File: src/rtl/fsab_initiator_pkg.sv
// Purpose: shared FSAB bus widths, encodings and initiator state/type definitions.
// Latency: n/a (types and constants only).
// Backpressure: n/a.
package fsab_initiator_pkg;

  localparam int FSAB_REQ_HI     = 0;
  localparam int FSAB_DID_HI     = 4;
  localparam int FSAB_ADDR_HI    = 30;
  localparam int FSAB_LEN_HI     = 3;
  localparam int FSAB_DATA_HI    = 63;
  localparam int FSAB_MASK_HI    = 7;
  localparam int FSAB_CREDITS_HI = 2;
  localparam int FSAB_LEN_MAX    = 8;

  localparam logic [FSAB_CREDITS_HI:0] FSAB_INITIAL_CREDITS = 3'd4;

  localparam logic [FSAB_REQ_HI:0] FSAB_READ  = 1'b0;
  localparam logic [FSAB_REQ_HI:0] FSAB_WRITE = 1'b1;

  // Initiator FSM encodings
  typedef enum logic {
    FSAB_INIT_IDLE   = 1'b0,
    FSAB_INIT_WBURST = 1'b1
  } fsab_init_state_e;

  // One write-FIFO entry: word plus its byte enables
  typedef struct packed {
    logic [FSAB_DATA_HI:0] data;
    logic [FSAB_MASK_HI:0] mask;
  } fsab_wword_t;

endpackage

File: src/rtl/fsab_initiator_if.sv
// Purpose: client request/write/read-return and FSAB bus signals of one initiator.
// Latency: n/a (wiring only).
// Backpressure: req_ready/wr_ready toward the client, fsabo_credit from the bus.
interface fsab_initiator_if;
  import fsab_initiator_pkg::*;

  logic                          req_valid;
  logic                          req_ready;
  logic [FSAB_REQ_HI:0]          req_mode;
  logic [FSAB_DID_HI:0]          req_subdid;
  logic [FSAB_ADDR_HI:0]         req_addr;
  logic [FSAB_LEN_HI:0]          req_len;

  logic                          wr_valid;
  logic                          wr_ready;
  logic [FSAB_DATA_HI:0]         wr_data;
  logic [FSAB_MASK_HI:0]         wr_mask;

  logic                          fsabo_valid;
  logic [FSAB_REQ_HI:0]          fsabo_mode;
  logic [FSAB_DID_HI:0]          fsabo_did;
  logic [FSAB_DID_HI:0]          fsabo_subdid;
  logic [FSAB_ADDR_HI:0]         fsabo_addr;
  logic [FSAB_LEN_HI:0]          fsabo_len;
  logic [FSAB_DATA_HI:0]         fsabo_data;
  logic [FSAB_MASK_HI:0]         fsabo_mask;
  logic                          fsabo_credit;

  logic                          fsabi_valid;
  logic [FSAB_DID_HI:0]          fsabi_did;
  logic [FSAB_DID_HI:0]          fsabi_subdid;
  logic [FSAB_DATA_HI:0]         fsabi_data;

  logic                          rd_valid;
  logic [FSAB_DID_HI:0]          rd_subdid;
  logic [FSAB_DATA_HI:0]         rd_data;
  logic [FSAB_CREDITS_HI+FSAB_LEN_HI+1:0] rd_outstanding;
  logic [FSAB_CREDITS_HI:0]      credits;

  // Initiator side
  modport master (
    input  req_valid, req_mode, req_subdid, req_addr, req_len,
    input  wr_valid, wr_data, wr_mask,
    input  fsabo_credit,
    input  fsabi_valid, fsabi_did, fsabi_subdid, fsabi_data,
    output req_ready, wr_ready,
    output fsabo_valid, fsabo_mode, fsabo_did, fsabo_subdid, fsabo_addr,
    output fsabo_len, fsabo_data, fsabo_mask,
    output rd_valid, rd_subdid, rd_data, rd_outstanding, credits
  );

  // Client plus bus-partner side
  modport slave (
    output req_valid, req_mode, req_subdid, req_addr, req_len,
    output wr_valid, wr_data, wr_mask,
    output fsabo_credit,
    output fsabi_valid, fsabi_did, fsabi_subdid, fsabi_data,
    input  req_ready, wr_ready,
    input  fsabo_valid, fsabo_mode, fsabo_did, fsabo_subdid, fsabo_addr,
    input  fsabo_len, fsabo_data, fsabo_mask,
    input  rd_valid, rd_subdid, rd_data, rd_outstanding, credits
  );

endinterface

File: src/rtl/fsab_init_wfifo.sv
// Purpose: synchronous write-data FIFO of {data, mask} with occupancy count.
// Latency: pushed word visible at the head one cycle after the push.
// Backpressure: full_o blocks pushes; pops on an empty FIFO are ignored.
module fsab_init_wfifo #(
  parameter int DEPTH = 8,
  parameter int WIDTH = 72,
  localparam int AW   = $clog2(DEPTH)
) (
  input  logic             clk,
  input  logic             rst_b,
  input  logic             push_i,
  input  logic             pop_i,
  input  logic [WIDTH-1:0] din_i,
  output logic [WIDTH-1:0] dout_o,
  output logic             full_o,
  output logic [AW:0]      count_o
);

  logic [WIDTH-1:0] mem_q [DEPTH];
  logic [AW-1:0]    wr_ptr_q, rd_ptr_q;
  logic [AW:0]      count_q;
  logic             do_push, do_pop;

  assign full_o  = (count_q == (AW+1)'(DEPTH));
  assign do_push = push_i && !full_o;
  assign do_pop  = pop_i && (count_q != '0);
  assign dout_o  = mem_q[rd_ptr_q];
  assign count_o = count_q;

  // Storage array; contents are don't-care until written, so no reset
  always_ff @(posedge clk) begin
    if (do_push) mem_q[wr_ptr_q] <= din_i;
  end

  // Pointers wrap naturally because DEPTH is a power of two
  always_ff @(posedge clk or negedge rst_b) begin
    if (!rst_b) begin
      wr_ptr_q <= '0;
      rd_ptr_q <= '0;
      count_q  <= '0;
    end else begin
      if (do_push) wr_ptr_q <= wr_ptr_q + 1'b1;
      if (do_pop)  rd_ptr_q <= rd_ptr_q + 1'b1;
      count_q <= count_q + {{AW{1'b0}}, do_push} - {{AW{1'b0}}, do_pop};
    end
  end

endmodule

File: src/rtl/fsab_initiator.sv
// Purpose: FSAB master port: client requests to fsabo beats, credit tracking, DID-filtered read return.
// Latency: first bus beat one cycle after req handshake; read word one cycle after matching fsabi beat.
// Backpressure: req_ready needs IDLE, a credit and (for writes) len words buffered; wr_ready = !full; rd_* has none.
module fsab_initiator
  import fsab_initiator_pkg::*;
#(
  parameter logic [FSAB_DID_HI:0] DID = '0,
  parameter int WFIFO_DEPTH           = FSAB_LEN_MAX
) (
  input  logic             clk,
  input  logic             rst_b,
  fsab_initiator_if.master bus
);

  localparam int CW = $clog2(WFIFO_DEPTH) + 1;
  localparam int OW = FSAB_CREDITS_HI + FSAB_LEN_HI + 2;
  localparam logic [FSAB_LEN_HI:0] LEN_ONE = 1;

  fsab_init_state_e          state_q, state_d;
  logic [FSAB_LEN_HI:0]      beats_rem_q, beats_rem_d;
  logic [FSAB_CREDITS_HI:0]  credits_q, credits_d;
  logic [OW-1:0]             rd_out_q, rd_out_d;

  logic                      fsabo_valid_q, fsabo_valid_d;
  logic [FSAB_REQ_HI:0]      fsabo_mode_q, fsabo_mode_d;
  logic [FSAB_DID_HI:0]      fsabo_did_q, fsabo_did_d;
  logic [FSAB_DID_HI:0]      fsabo_subdid_q, fsabo_subdid_d;
  logic [FSAB_ADDR_HI:0]     fsabo_addr_q, fsabo_addr_d;
  logic [FSAB_LEN_HI:0]      fsabo_len_q, fsabo_len_d;
  logic [FSAB_DATA_HI:0]     fsabo_data_q, fsabo_data_d;
  logic [FSAB_MASK_HI:0]     fsabo_mask_q, fsabo_mask_d;

  logic                      rd_valid_q;
  logic [FSAB_DID_HI:0]      rd_subdid_q;
  logic [FSAB_DATA_HI:0]     rd_data_q;

  logic                      req_hs, rd_issue, rd_accept, fifo_pop, fifo_full;
  logic [CW-1:0]             fifo_count;
  fsab_wword_t               fifo_head, fifo_din;

  assign fifo_din = {bus.wr_data, bus.wr_mask};

  fsab_init_wfifo #(
    .DEPTH (WFIFO_DEPTH),
    .WIDTH ($bits(fsab_wword_t))
  ) u_wfifo (
    .clk     (clk),
    .rst_b   (rst_b),
    .push_i  (bus.wr_valid),
    .pop_i   (fifo_pop),
    .din_i   (fifo_din),
    .dout_o  (fifo_head),
    .full_o  (fifo_full),
    .count_o (fifo_count)
  );

  // Beats are registered, so the cycle the last write beat is on the bus is
  // already IDLE: accepting there gives back-to-back beats with no bubble.
  assign bus.req_ready = (state_q == FSAB_INIT_IDLE) && (credits_q != '0) &&
                         ((bus.req_mode == FSAB_READ) ||
                          (32'(fifo_count) >= 32'(bus.req_len)));
  assign req_hs    = bus.req_valid && bus.req_ready;
  assign rd_issue  = req_hs && (bus.req_mode == FSAB_READ);
  assign rd_accept = bus.fsabi_valid && (bus.fsabi_did == DID);
  assign bus.wr_ready = !fifo_full;

  // Burst FSM: pick the next bus beat and the FIFO pop
  always_comb begin
    state_d        = state_q;
    beats_rem_d    = beats_rem_q;
    fifo_pop       = 1'b0;
    fsabo_valid_d  = 1'b0;
    fsabo_mode_d   = fsabo_mode_q;
    fsabo_did_d    = fsabo_did_q;
    fsabo_subdid_d = fsabo_subdid_q;
    fsabo_addr_d   = fsabo_addr_q;
    fsabo_len_d    = fsabo_len_q;
    fsabo_data_d   = fsabo_data_q;
    fsabo_mask_d   = fsabo_mask_q;
    case (state_q)
      FSAB_INIT_IDLE: begin
        if (req_hs) begin
          fsabo_valid_d  = 1'b1;
          fsabo_mode_d   = bus.req_mode;
          fsabo_did_d    = DID;
          fsabo_subdid_d = bus.req_subdid;
          fsabo_addr_d   = bus.req_addr;
          fsabo_len_d    = bus.req_len;
          if (bus.req_mode == FSAB_WRITE) begin
            fifo_pop     = 1'b1;
            fsabo_data_d = fifo_head.data;
            fsabo_mask_d = fifo_head.mask;
            if (bus.req_len > LEN_ONE) begin
              state_d     = FSAB_INIT_WBURST;
              beats_rem_d = bus.req_len - 1'b1;
            end
          end else begin
            fsabo_data_d = '0;
            fsabo_mask_d = '0;
          end
        end
      end
      FSAB_INIT_WBURST: begin
        fsabo_valid_d = 1'b1;
        fifo_pop      = 1'b1;
        fsabo_data_d  = fifo_head.data;
        fsabo_mask_d  = fifo_head.mask;
        beats_rem_d   = beats_rem_q - 1'b1;
        if (beats_rem_q == LEN_ONE) state_d = FSAB_INIT_IDLE;
      end
      default: state_d = FSAB_INIT_IDLE;
    endcase
  end

  // Credit and outstanding-read bookkeeping
  always_comb begin
    credits_d = credits_q;
    case ({req_hs, bus.fsabo_credit})
      2'b10:   credits_d = credits_q - 1'b1;
      2'b01:   credits_d = credits_q + 1'b1;
      default: credits_d = credits_q;
    endcase
    rd_out_d = rd_out_q + (rd_issue ? OW'(bus.req_len) : OW'(0)) - OW'(rd_accept);
  end

  // State, bus beat and read-return registers
  always_ff @(posedge clk or negedge rst_b) begin
    if (!rst_b) begin
      state_q        <= FSAB_INIT_IDLE;
      beats_rem_q    <= '0;
      credits_q      <= FSAB_INITIAL_CREDITS;
      rd_out_q       <= '0;
      fsabo_valid_q  <= 1'b0;
      fsabo_mode_q   <= '0;
      fsabo_did_q    <= '0;
      fsabo_subdid_q <= '0;
      fsabo_addr_q   <= '0;
      fsabo_len_q    <= '0;
      fsabo_data_q   <= '0;
      fsabo_mask_q   <= '0;
      rd_valid_q     <= 1'b0;
      rd_subdid_q    <= '0;
      rd_data_q      <= '0;
    end else begin
      state_q        <= state_d;
      beats_rem_q    <= beats_rem_d;
      credits_q      <= credits_d;
      rd_out_q       <= rd_out_d;
      fsabo_valid_q  <= fsabo_valid_d;
      fsabo_mode_q   <= fsabo_mode_d;
      fsabo_did_q    <= fsabo_did_d;
      fsabo_subdid_q <= fsabo_subdid_d;
      fsabo_addr_q   <= fsabo_addr_d;
      fsabo_len_q    <= fsabo_len_d;
      fsabo_data_q   <= fsabo_data_d;
      fsabo_mask_q   <= fsabo_mask_d;
      rd_valid_q     <= rd_accept;
      if (rd_accept) begin
        rd_subdid_q <= bus.fsabi_subdid;
        rd_data_q   <= bus.fsabi_data;
      end
    end
  end

  assign bus.fsabo_valid    = fsabo_valid_q;
  assign bus.fsabo_mode     = fsabo_mode_q;
  assign bus.fsabo_did      = fsabo_did_q;
  assign bus.fsabo_subdid   = fsabo_subdid_q;
  assign bus.fsabo_addr     = fsabo_addr_q;
  assign bus.fsabo_len      = fsabo_len_q;
  assign bus.fsabo_data     = fsabo_data_q;
  assign bus.fsabo_mask     = fsabo_mask_q;
  assign bus.rd_valid       = rd_valid_q;
  assign bus.rd_subdid      = rd_subdid_q;
  assign bus.rd_data        = rd_data_q;
  assign bus.rd_outstanding = rd_out_q;
  assign bus.credits        = credits_q;

  a_req_len: assert property (@(posedge clk) disable iff (!rst_b)
    req_hs |-> (bus.req_len != '0) && (32'(bus.req_len) <= FSAB_LEN_MAX));
  a_wr_full: assert property (@(posedge clk) disable iff (!rst_b)
    bus.wr_valid |-> !fifo_full);
  a_credit_ovf: assert property (@(posedge clk) disable iff (!rst_b)
    (bus.fsabo_credit && !req_hs) |-> (credits_q != FSAB_INITIAL_CREDITS));
  a_rd_underflow: assert property (@(posedge clk) disable iff (!rst_b)
    (rd_accept && !rd_issue) |-> (rd_out_q != '0));

endmodule

File: src/flat_wrapper.sv
// flat-port wrapper written by rule: the top's interface ports become plain ports
module fsab_initiator_flat import fsab_initiator_pkg::*;
#(
  parameter logic [FSAB_DID_HI:0] DID = '0,
  parameter int WFIFO_DEPTH           = FSAB_LEN_MAX
)
  (clk, rst_b, bus_req_valid, bus_req_mode, bus_req_subdid, bus_req_addr, bus_req_len, bus_wr_valid, bus_wr_data, bus_wr_mask, bus_fsabo_credit, bus_fsabi_valid, bus_fsabi_did, bus_fsabi_subdid, bus_fsabi_data, bus_req_ready, bus_wr_ready, bus_fsabo_valid, bus_fsabo_mode, bus_fsabo_did, bus_fsabo_subdid, bus_fsabo_addr, bus_fsabo_len, bus_fsabo_data, bus_fsabo_mask, bus_rd_valid, bus_rd_subdid, bus_rd_data, bus_rd_outstanding, bus_credits);
  fsab_initiator_if bus_i ();
  input  logic clk;
  input  logic rst_b;
  input wire logic [$bits(bus_i.req_valid)-1:0] bus_req_valid;
  input wire logic [$bits(bus_i.req_mode)-1:0] bus_req_mode;
  input wire logic [$bits(bus_i.req_subdid)-1:0] bus_req_subdid;
  input wire logic [$bits(bus_i.req_addr)-1:0] bus_req_addr;
  input wire logic [$bits(bus_i.req_len)-1:0] bus_req_len;
  input wire logic [$bits(bus_i.wr_valid)-1:0] bus_wr_valid;
  input wire logic [$bits(bus_i.wr_data)-1:0] bus_wr_data;
  input wire logic [$bits(bus_i.wr_mask)-1:0] bus_wr_mask;
  input wire logic [$bits(bus_i.fsabo_credit)-1:0] bus_fsabo_credit;
  input wire logic [$bits(bus_i.fsabi_valid)-1:0] bus_fsabi_valid;
  input wire logic [$bits(bus_i.fsabi_did)-1:0] bus_fsabi_did;
  input wire logic [$bits(bus_i.fsabi_subdid)-1:0] bus_fsabi_subdid;
  input wire logic [$bits(bus_i.fsabi_data)-1:0] bus_fsabi_data;
  output wire logic [$bits(bus_i.req_ready)-1:0] bus_req_ready;
  output wire logic [$bits(bus_i.wr_ready)-1:0] bus_wr_ready;
  output wire logic [$bits(bus_i.fsabo_valid)-1:0] bus_fsabo_valid;
  output wire logic [$bits(bus_i.fsabo_mode)-1:0] bus_fsabo_mode;
  output wire logic [$bits(bus_i.fsabo_did)-1:0] bus_fsabo_did;
  output wire logic [$bits(bus_i.fsabo_subdid)-1:0] bus_fsabo_subdid;
  output wire logic [$bits(bus_i.fsabo_addr)-1:0] bus_fsabo_addr;
  output wire logic [$bits(bus_i.fsabo_len)-1:0] bus_fsabo_len;
  output wire logic [$bits(bus_i.fsabo_data)-1:0] bus_fsabo_data;
  output wire logic [$bits(bus_i.fsabo_mask)-1:0] bus_fsabo_mask;
  output wire logic [$bits(bus_i.rd_valid)-1:0] bus_rd_valid;
  output wire logic [$bits(bus_i.rd_subdid)-1:0] bus_rd_subdid;
  output wire logic [$bits(bus_i.rd_data)-1:0] bus_rd_data;
  output wire logic [$bits(bus_i.rd_outstanding)-1:0] bus_rd_outstanding;
  output wire logic [$bits(bus_i.credits)-1:0] bus_credits;
  assign bus_i.req_valid = bus_req_valid;
  assign bus_i.req_mode = bus_req_mode;
  assign bus_i.req_subdid = bus_req_subdid;
  assign bus_i.req_addr = bus_req_addr;
  assign bus_i.req_len = bus_req_len;
  assign bus_i.wr_valid = bus_wr_valid;
  assign bus_i.wr_data = bus_wr_data;
  assign bus_i.wr_mask = bus_wr_mask;
  assign bus_i.fsabo_credit = bus_fsabo_credit;
  assign bus_i.fsabi_valid = bus_fsabi_valid;
  assign bus_i.fsabi_did = bus_fsabi_did;
  assign bus_i.fsabi_subdid = bus_fsabi_subdid;
  assign bus_i.fsabi_data = bus_fsabi_data;
  assign bus_req_ready = bus_i.req_ready;
  assign bus_wr_ready = bus_i.wr_ready;
  assign bus_fsabo_valid = bus_i.fsabo_valid;
  assign bus_fsabo_mode = bus_i.fsabo_mode;
  assign bus_fsabo_did = bus_i.fsabo_did;
  assign bus_fsabo_subdid = bus_i.fsabo_subdid;
  assign bus_fsabo_addr = bus_i.fsabo_addr;
  assign bus_fsabo_len = bus_i.fsabo_len;
  assign bus_fsabo_data = bus_i.fsabo_data;
  assign bus_fsabo_mask = bus_i.fsabo_mask;
  assign bus_rd_valid = bus_i.rd_valid;
  assign bus_rd_subdid = bus_i.rd_subdid;
  assign bus_rd_data = bus_i.rd_data;
  assign bus_rd_outstanding = bus_i.rd_outstanding;
  assign bus_credits = bus_i.credits;
  fsab_initiator #(.DID(DID), .WFIFO_DEPTH(WFIFO_DEPTH)) u_core (.clk(clk), .rst_b(rst_b), .bus(bus_i));
endmodule
File: config.mk
export PLATFORM = sky130hd
export DESIGN_NAME = fsab_initiator_flat
export DESIGN_NICKNAME = d
export VERILOG_FILES = /design/src/rtl/fsab_initiator_pkg.sv /design/src/rtl/fsab_initiator_if.sv /design/src/rtl/fsab_init_wfifo.sv /design/src/rtl/fsab_initiator.sv /design/src/flat_wrapper.sv
export SDC_FILE = /design/constraint.sdc
export NUM_CORES = 1
export LEC_CHECK = 0
export CORE_MARGIN = 2
export CORE_UTILIZATION = 50
export CTS_CLUSTER_DIAMETER = 200
export DETAILED_ROUTE_END_ITERATION = 6
export PLACE_DENSITY = 0.76
export REMOVE_ABC_BUFFERS = 1
export SYNTH_ARGS = -nofsm -noshare
export SYNTH_HDL_FRONTEND = slang
export SYNTH_SLANG_ARGS = --single-unit
File: constraint.sdc
create_clock -name clk -period 6.3 [get_ports clk]
set_clock_uncertainty 0.15 [all_clocks]
set_input_delay 1.26 -clock clk [delete_from_list [all_inputs] [get_ports clk]]
set_output_delay 1.26 -clock clk [all_outputs]
set_load 0.05 [all_outputs]
==> impl_metrics.env <==
export IMPL_outcome="completed"
export IMPL_synthesis_area_sq_mm=0.0301
export IMPL_num_fill_cells=3993
export IMPL_grt_pass1_wl_um=105000
export IMPL_syn_avg_cell_area_sq_um=21.1
export IMPL_p_leak_nw=13.4
export IMPL_fp_row_count=89
export IMPL_ctsResizeCount=0
export IMPL_cts_made_buffers=79
export IMPL_synth_largest_area_cell="edfxtp_1"
export IMPL_final_hold_viol_count=0
export IMPL_grt_usage_pct=22.6
export IMPL_post_synth_top_count_cell="edfxtp_1"
export IMPL_cts_tree="yes"
export IMPL_area_delta_synth_final_pct=25.0
export IMPL_insertion_delay_ns=0.62
export IMPL_rsz0062_at_grt="no"
export IMPL_die_h_um=249
export IMPL_setup_ws_ns=0.896
export IMPL_wl_um=69600
export IMPL_synth_top_area_share_pct=57.5
export IMPL_io_pins=394
export IMPL_ys_seq_area_share_pct=74.8
export IMPL_synth_top_family_by_area="multiplexers"
export IMPL_ys_seq_elements=785
export IMPL_yosysWarnings=0
export IMPL_synth_area_leaders="edfxtp_1, dfrtp_1, mux4_2"
export IMPL_die_area_sq_mm=0.0622
export IMPL_maxSlewViolCount=0
export IMPL_slew_headroom_pct=36.6
export IMPL_ys_types=53
export IMPL_synth_compound_area_share_pct=2.94
export IMPL_crit_path_max_fanout=13
export IMPL_dr_pass1_iters=5
export IMPL_worstPathRequired_ns=4.89
export IMPL_cts_setup_buffers=0
export IMPL_htree_num_levels=3
export IMPL_synth_area_mux_share_pct=17.4
export IMPL_ant_nets=0
export IMPL_coreArea_sq_mm=0.0592
export IMPL_gr_total_overflow=0
export IMPL_dieWidth_um=249
export IMPL_synth_flop_cell="edfxtp_1"
export IMPL_syn_inst=1429
export IMPL_synth_xor_xnor_area_share_pct=0.436
export IMPL_dr_wl_met3_um=5310
export IMPL_arrival_ns=3.99
export IMPL_vdd_ir_drop_max_uv=369
export IMPL_vias=15400
export IMPL_tightest_slew_ns=0.949
export IMPL_antenna_found_initial=15
export IMPL_initial_core_util_pct=50.8
export IMPL_period_minus_slack_ns=5.40
export IMPL_postCtsHoldBufs=0
export IMPL_avgViaCountPerCell=5.70
export IMPL_hpwl_um=41600
export IMPL_wl_met2_um=36000
export IMPL_startpoint_type="primary input"
export IMPL_async_flop_share_pct=26.6
export IMPL_wl_per_cell_um=25.7
export IMPL_io_buffers=388
export IMPL_grt_pass1_vias=16400
export IMPL_drt_iter0_markers=973
export IMPL_clockRootBuffer="clkbuf_16"
export IMPL_fin_nets=2079
export IMPL_synthAdderAreaFrac_pct=1.32
export IMPL_end_kind="output port"
export IMPL_layout_drive_gt1_share_pct=22.6
export IMPL_clockBufferDepth=3
export IMPL_path_clk_slew_ns=0.06
export IMPL_worstSetupPathType="in -> out"
export IMPL_fmax_mhz=185
export IMPL_hold_class="reg -> reg"
export IMPL_finalSetupViolCount=0
export IMPL_placed_area_sq_mm=0.0349
export IMPL_drc=0
export IMPL_design_area_sq_mm=0.0376
export IMPL_synth_edff_count=576
export IMPL_pwr_density_cell_mw_per_mm2=511
export IMPL_min_period_over_period_pct=85.8
export IMPL_synthSimpleGateAreaFrac_pct=1.21
export IMPL_place_congestion=0.872
export IMPL_highest_layer="met5"
export IMPL_synth_common_cells="edfxtp_1, dfrtp_1, mux4_2, mux2_2, o2bb2ai_1"
export IMPL_clock_sinks=785
export IMPL_grt_max_degree=105
export IMPL_cap_viol_max_count=0
export IMPL_pre_cts_ws_ns=0.908
export IMPL_wl_met1_um=26600
-- layout by cell type (no fill, tap or decap), drive strengths merged, types with 2 or more instances in the layout --
cell type / Yosys / layout
buf: 60 / 28
a21o: 3 / 3
nor2: 13 / 13
bufinv: 0 / 9
o22ai: 2 / 2
xnor2: 8 / 8
dfrtp: 208 / 208
nor3b: 4 / 4
o21ai: 2 / 2
a21oi: 6 / 6
clkdlybuf4s50: 0 / 387
mux4: 144 / 144
mux2: 113 / 113
nand3: 6 / 6
ha: 27 / 27
fa: 3 / 3
or2: 3 / 3
conb: 1 / 5
a31o: 2 / 2
diode: 0 / 8
mux2i: 72 / 72
and2: 2 / 2
edfxtp: 576 / 576
nand2: 11 / 11
clkbuf: 13 / 102
or3: 3 / 3
nor4: 2 / 2
a31oi: 2 / 2
inv: 34 / 37
nand2b: 4 / 4
clkinv: 0 / 29
o2bb2ai: 73 / 73
nor3: 10 / 10
clkinvlp: 0 / 3
xor2: 7 / 7
-- cell type report --
class	count	area (sq um)	share of cell area [%]
flip-flops and latches	785	22500	59.9
multi-input cells	541	7090	18.8
repair buffers	415	4200	11.2
clock buffers	102	2160	5.75
well taps	773	967	2.57
clock inverters	44	507	1.35
inverters	34	128	0.339
diodes	8	20.0	0.0532
-- critical path, cell delays in order --
cell             delay [ns]
clkdlybuf4s50_1        0.57
inv_1                  0.09
ha_1                   0.29
o211ai_1               0.10
o2111ai_2              0.66
and2_1                 0.22
clkdlybuf4s50_1        0.80
-- where the power goes --
part	switching [mW]	internal [mW]	leakage, nW
clock	1.95	2.81	1.31
sequential	0.705	6.72	7.80
combinational	4.17	2.85	4.26
total	6.83	12.4	13.4
-- state kept, by name (all words and copies together), names as in the netlist, 4 cells and up --
name	count
u_core.bus.fsabo_subdid	5
u_core.bus.rd_subdid	5
u_core.bus.fsabo_len	4
u_core.bus.rd_outstanding	7
u_core.beats_rem_q	4
u_core.u_wfifo.mem_q	576
u_core.bus.rd_data	64
u_core.u_wfifo.count_o	4
u_core.bus.fsabo_addr	31
u_core.bus.fsabo_mask	8
u_core.bus.fsabo_data	64
-- cells by family after synthesis --
family,Yosys count
adder cells (fa/ha/maj),30
other,1
AO/OA/AOI/OAI,99
flip-flops,785
XOR/XNOR,15
AND/OR/NAND/NOR,63
multiplexers,329
buffers and inverters,107
-- through the flow --
step | utilization, % | TNS, ns | hold slack (ns) | instances | power, mW
global placement | 59.0 | 0 | 0.320 | 2548 | 14.4
floorplan | - | -159.90 | 0.339 | 1360 | 12.5
finish | 63.5 | 0 | 0.336 | 2702 | 19.2
global route | 63.5 | 0 | 0.346 | 2701 | 20.1
detailed placement | 59.0 | 0 | 0.323 | 2548 | 14.6
CTS | 63.5 | 0 | 0.341 | 2694 | 19.4
-- final timing paths --
path	cells past startpoint	startpoint	to	slack [ns]
min in group asynchronous	1	rst_b	u_core.bus.fsabo_mask[7]	0.42
max in group asynchronous	2	rst_b	u_core.u_wfifo.rd_ptr_q[0]	4.25
hold / removal	1	u_core.bus.fsabo_data[3]	u_core.bus.fsabo_data[3]	0.34
setup / recovery	7	bus_req_len[2]	bus_req_ready	0.90
hold reg to reg	1	u_core.bus.fsabo_data[3]	u_core.bus.fsabo_data[3]	0.34
setup reg to reg	13	u_core.u_wfifo.count_o[0]	u_core.bus.rd_outstanding[6]	2.31
-- routing by layer --
metal | up-vias | track usage [%]
met5 | - | 0
met4 | 14 | 6.70
met3 | 110 | 6.47
met2 | 559 | 39.5
met1 | 8078 | 27.4
li1 | 6627 | -
Power figures use the tool's default switching activity.
